File: src/rtl/ddr_read_arbiter.sv
// Round-robin arbiter that turns four pod read bursts into DDR address beats
// and routes the fixed-latency read data back to the requesting pod.
module ddr_read_arbiter #(
  parameter int unsigned ADDR_W     = 14,
  parameter int unsigned OFFCHIP_DW = 512,
  parameter int unsigned LEN_W      = 8,
  parameter int unsigned RD_LAT     = 12
) (
  input  logic                    clk,
  input  logic                    rst,
  input  logic [3:0]              req_valid,
  input  logic [4*ADDR_W-1:0]     req_addr,
  input  logic [4*LEN_W-1:0]      req_len,
  output logic [3:0]              req_ready,
  output logic [ADDR_W-1:0]       ddr_raddr,
  output logic                    ddr_raddr_valid,
  input  logic [OFFCHIP_DW-1:0]   ddr_rdata,
  output logic [3:0]              rsp_valid,
  output logic [3:0]              rsp_last,
  output logic [OFFCHIP_DW-1:0]   rsp_data,
  output logic                    busy
);

  typedef enum logic {IDLE, ISSUE} state_e;

  state_e              state_q, state_d;
  logic [1:0]          last_grant_q, last_grant_d;
  logic [1:0]          pod_q, pod_d;
  logic [ADDR_W-1:0]   addr_q, addr_d;
  logic [LEN_W-1:0]    len_q, len_d;
  logic [LEN_W-1:0]    cnt_q, cnt_d;

  logic [RD_LAT-1:0]   pvld_q, pvld_d;
  logic [RD_LAT-1:0]   plast_q, plast_d;
  logic [1:0]          pid_q [RD_LAT];
  logic [1:0]          pid_d [RD_LAT];

  logic                grant_vld;
  logic [1:0]          grant_idx;
  logic                issue_c;
  logic                issue_last_c;

  // Round-robin search starting one past the last granted pod
  always_comb begin
    grant_vld = 1'b0;
    grant_idx = last_grant_q;
    for (int unsigned i = 1; i <= 4; i++) begin
      logic [1:0] cand;
      cand = 2'(last_grant_q + 2'(i));
      if (!grant_vld && req_valid[cand]) begin
        grant_vld = 1'b1;
        grant_idx = cand;
      end
    end
  end

  // Next-state and request-accept logic
  always_comb begin
    state_d      = state_q;
    last_grant_d = last_grant_q;
    pod_d        = pod_q;
    addr_d       = addr_q;
    len_d        = len_q;
    cnt_d        = cnt_q;
    req_ready    = 4'b0000;
    issue_c      = 1'b0;
    issue_last_c = 1'b0;
    case (state_q)
      IDLE: begin
        if (grant_vld && !rst) begin
          req_ready[grant_idx] = 1'b1;
          last_grant_d = grant_idx;
          pod_d        = grant_idx;
          addr_d       = req_addr[32'(grant_idx)*ADDR_W +: ADDR_W];
          len_d        = req_len[32'(grant_idx)*LEN_W +: LEN_W];
          cnt_d        = '0;
          state_d      = ISSUE;
        end
      end
      ISSUE: begin
        issue_c      = !rst;
        issue_last_c = (cnt_q == len_q);
        // Counter stops at len so a full-range length never overflows
        if (cnt_q == len_q) begin
          state_d = IDLE;
        end else begin
          cnt_d  = cnt_q + LEN_W'(1);
          addr_d = addr_q + ADDR_W'(1);
        end
      end
      default: state_d = IDLE;
    endcase
  end

  // Shift pipeline tracking each issued beat until its data returns
  always_comb begin
    pvld_d   = pvld_q;
    plast_d  = plast_q;
    pid_d    = pid_q;
    pvld_d[0]  = issue_c;
    plast_d[0] = issue_c && issue_last_c;
    pid_d[0]   = pod_q;
    for (int unsigned i = 1; i < RD_LAT; i++) begin
      pvld_d[i]  = pvld_q[i-1];
      plast_d[i] = plast_q[i-1];
      pid_d[i]   = pid_q[i-1];
    end
  end

  // State and pipeline registers
  always_ff @(posedge clk) begin
    if (rst) begin
      state_q      <= IDLE;
      last_grant_q <= 2'd3;
      pod_q        <= 2'd0;
      addr_q       <= '0;
      len_q        <= '0;
      cnt_q        <= '0;
      pvld_q       <= '0;
      plast_q      <= '0;
      for (int unsigned i = 0; i < RD_LAT; i++) pid_q[i] <= 2'd0;
    end else begin
      state_q      <= state_d;
      last_grant_q <= last_grant_d;
      pod_q        <= pod_d;
      addr_q       <= addr_d;
      len_q        <= len_d;
      cnt_q        <= cnt_d;
      pvld_q       <= pvld_d;
      plast_q      <= plast_d;
      pid_q        <= pid_d;
    end
  end

  // Output decode; everything is held quiet while rst is high
  always_comb begin
    rsp_valid = 4'b0000;
    rsp_last  = 4'b0000;
    if (!rst && pvld_q[RD_LAT-1]) begin
      rsp_valid[pid_q[RD_LAT-1]] = 1'b1;
      rsp_last[pid_q[RD_LAT-1]]  = plast_q[RD_LAT-1];
    end
    ddr_raddr_valid = issue_c;
    ddr_raddr       = issue_c ? addr_q : '0;
    rsp_data        = ddr_rdata;
    busy            = !rst && ((state_q == ISSUE) || (|pvld_q));
  end

endmodule

File: config.mk
export PLATFORM = sky130hd
export DESIGN_NAME = ddr_read_arbiter
export DESIGN_NICKNAME = d
export VERILOG_FILES = /design/src/rtl/ddr_read_arbiter.sv
export SDC_FILE = /design/constraint.sdc
export NUM_CORES = 1
export LEC_CHECK = 0
export ABC_AREA = 1
export CORE_AREA = 3 3 443 445
export DETAILED_ROUTE_END_ITERATION = 7
export DIE_AREA = 0 0 446 448
export GPL_TIMING_DRIVEN = 0
export PLACE_DENSITY = 0.3
export SYNTH_ARGS = -nofsm -noshare
export SYNTH_HDL_FRONTEND = slang
export SYNTH_SLANG_ARGS = --single-unit
File: constraint.sdc
create_clock -name clk -period 5.8 [get_ports clk]
set_clock_uncertainty 0.2 [all_clocks]
set_input_delay 0.58 -clock clk [delete_from_list [all_inputs] [get_ports clk]]
set_output_delay 0.58 -clock clk [all_outputs]
set_load 0.01 [all_outputs]
==> flow_summary_export.csv <==
group,metric,value,unit
yosys,synth_cell_types,36,
yosys,synth-edff-count,0,
timing,worst_slack,1.59,ns
layout,final_core_util,9.41,%
placed_design,dp_hpwl,98300,µm
power_and_ir_drop,ir_drop,0.000133,V
global_route,grt_pass1_vias,9418,
worst_setup_path,crit_chain,"clkinv_1 > nor2_1 > inv_1 > clkbuf_1 > nor2_1 > clkdlybuf4s50_1",
clocking,worstSkewPairLatency,0.38,ns
detailed_routing,ant_nets,0,
power_and_ir_drop,cellLeakagePower,7.01,nW
worst_setup_path,critPathMaxStageDelay,0.77,ns
timing,hold_slack,0.195,ns
clocking,cts_made_buffers,9,
yosys,syn_inst,1183,
yosys,yosysMostFrequentCell,"buf_4",
clocking,cts_sinks,83,
detailed_routing,routed_wl,104000,µm
layout,fillers,22455,
clocking,post-cts-setup-buffer-count,0,
detailed_routing,avgViaCountPerCell,2.17,
clocking,clk_pin_slew,0.08,ns
power_and_ir_drop,seq_power_share,16.4,%
die,die_w,446,µm
detailed_routing,wire_per_inst,23.8,µm
placed_design,port_buffers,633,
layout,regArea,0.00166,mm²
yosys,yosysWarnings,0,
placed_design,pre_cts_ws,1.57,ns
global_route,grt.overflow.total,0,
clocking,tritoncts,"built",
yosys,synth_commonest_cells,"518 x buf_4, 130 x nand2_1, 117 x nand3_1",
timing,relSlewSlack,38.8,%
detailed_routing,drtIter0Drc,437,
outcome,status,"finished, final reports clean",
detailed_routing,first_pass_iters,4,
worst_setup_path,critPathSlowestCell,"clkdlybuf4s50_1",
timing,rsz0062_at_grt,"no",
power_and_ir_drop,clkPwrFrac,12.8,%
global_route,grt_max_degree,18,
power_and_ir_drop,p_int,0.00217,W
worst_setup_path,crit_type,"register to output port",
clocking,holdBufCountCts,0,
timing,finalSetupViolCount,0,
detailed_routing,route.detailed.drc,0,
clocking,cts_resized,0,
global_route,grt_pass1_wl,121000,µm
die,initial_utilization,4.32,%
yosys,synth.net_count,1791,
yosys,yosysSeqAreaShare,20.0,%
worst_setup_path,cp_max_fo,10,
layout,layout.nets,2435,
detailed_routing,vias,9484,
placed_design,gp_congestion,1.02,
power_and_ir_drop,combPwrFrac,70.8,%
yosys,syn_area_per_cell,7.04,µm²
worst_setup_path,cp.buffers_inverters,4,
yosys,synth_top_area_share,46.7,%
timing,setup_tns,0,ns
die,die_height,448,µm
timing,tightest_slew,0.915,ns
clocking,cts-root-buf,"clkbuf_16",
die,core,0.193,mm²
worst_setup_path,cp_common_cell,"nor2_1",
worst_setup_path,arrival,3.43,ns
yosys,ys_ff_latch,83,
worst_setup_path,start_kind,"register",
yosys,yosysTopAreaCell,"buf_4",
worst_setup_path,cp.required,5.02,ns
worst_setup_path,crit_family,"buffers and inverters",
timing,slew_violations,0,
power_and_ir_drop,p_sw_share,53.8,%
global_route,antenna_found_initial,31,
layout,multi_input_area,0.00228,mm²
global_route,grt_usage,9.74,%
job,drv_cap,0,
timing,min_period,4.21,ns
layout,area_delta_synth_final,118,%
yosys,synth-async-reset-ratio,0,%
timing,fin_crit_sh,72.6,%
clocking,clockBufferDepth,2,
layout,drive_gt1_share,31.7,%
yosys,synth_top_flop_cell,"dfxtp_1",
hold_path,hold_class,"register to register",
worst_setup_path,endpoint_kind,"output port",
die,die-area,0.200,mm²
timing,clock.fmax,0.238,GHz
die,io_pins,1146,
power_and_ir_drop,power,0.00469,W
clocking,htree_levels,3,
power_and_ir_drop,powerDensity,259,mW/mm²
power_and_ir_drop,p_sw,0.00252,W
yosys,synth_area,0.00832,mm²
die,rows,161,
yosys,synth_area_leaders,"buf_4 47%, dfxtp_1 20%, nand3_1 7.0%, nand2_1 5.9%, nor2_1 4.3%",
timing,hold_violations,0,
==> area by class of cell <==
class / count / area share, %
clock inverter: 7 / 0.359
buffer: 542 / 22.3
inverter: 89 / 1.88
tap: 2526 / 17.4
multi-input combinational: 469 / 12.6
antenna: 3 / 0.0414
clock buffer: 9 / 1.24
sequential: 83 / 9.17
timing repair buffer: 633 / 35.0
==> per-stage QoR <==
stage / cells / instance area (µm²)
final: 4361 / 18100
after detailed placement: 4342 / 17800
after global routing: 4358 / 18100
after CTS: 4358 / 18100
after global placement: 4342 / 17800
after floorplan: 1183 / 8320
==> layout by cell type, fill, tap and decap left out, types with 9 or more instances in the layout <==
master,instances
clkdlybuf4s50_1,633
buf_4,518
clkbuf_16,9
nand3_1,117
nand2_2,12
a21oi_1,32
nand2_1,130
xnor2_1,10
inv_1,81
o21ai_0,22
nor3_1,9
nor2_1,95
dfxtp_1,83
==> path summary, 6_finish.rpt <==
kind	start	end	slack, ns	depth (start not counted)
max	state_q	ddr_raddr[11]	1.59	6
min	pid_d[9]	pid_d[7]	0.20	2
max reg2reg	state_q	pod_q[1]	2.92	5
min reg2reg	pid_d[9]	pid_d[7]	0.20	2
==> per-layer routing <==
metal | global-route usage [%] | vias up | routed length, µm
li1 | - | 4470 | -
met1 | 11.1 | 4483 | 40200
met5 | 0 | - | 13
met4 | 1.55 | 2 | 1220
met3 | 2.81 | 59 | 7420
met2 | 18.1 | 470 | 55000
==> sequential cells by signal (all words and copies together), names as in the netlist <==
| signal | cells |
|---|---|
| pid_q | 2 |
| pvld_q | 12 |
| last_grant_q | 2 |
| addr_q | 14 |
| pod_q | 2 |
| plast_q | 12 |
| len_q | 8 |
| state_q | 1 |
| pid_d | 22 |
| cnt_q | 8 |
==> power groups by stage <==
stage	logic (W)	registers [W]	clock network (W)
global route	0.00361	0.000787	0.000652
CTS	0.00345	0.000771	0.000643
global placement	0.00345	0.000785	0
detailed placement	0.00344	0.000784	0
finish	0.00332	0.000769	0.000601
floorplan	0.00166	0.000745	0
==> worst min-delay path: stages, from the launching register on <==
cell     delay (ns)
dfxtp_1        0.30
inv_1          0.04
nor2_1         0.03
==> cell families (layout without fill, tap and decap cells) <==
family | Yosys count | after routing | share of synthesized area, %
flip-flops | 83 | 83 | 20.0
AO/OA/AOI/OAI | 61 | 61 | 3.80
adder cells (fa/ha/maj) | 2 | 2 | 0.301
AND/OR/NAND/NOR | 391 | 391 | 21.7
other | 0 | 3 | 0
XOR/XNOR | 15 | 15 | 1.58
buffers and inverters | 631 | 1280 | 52.6
Power figures use the tool's default switching activity.
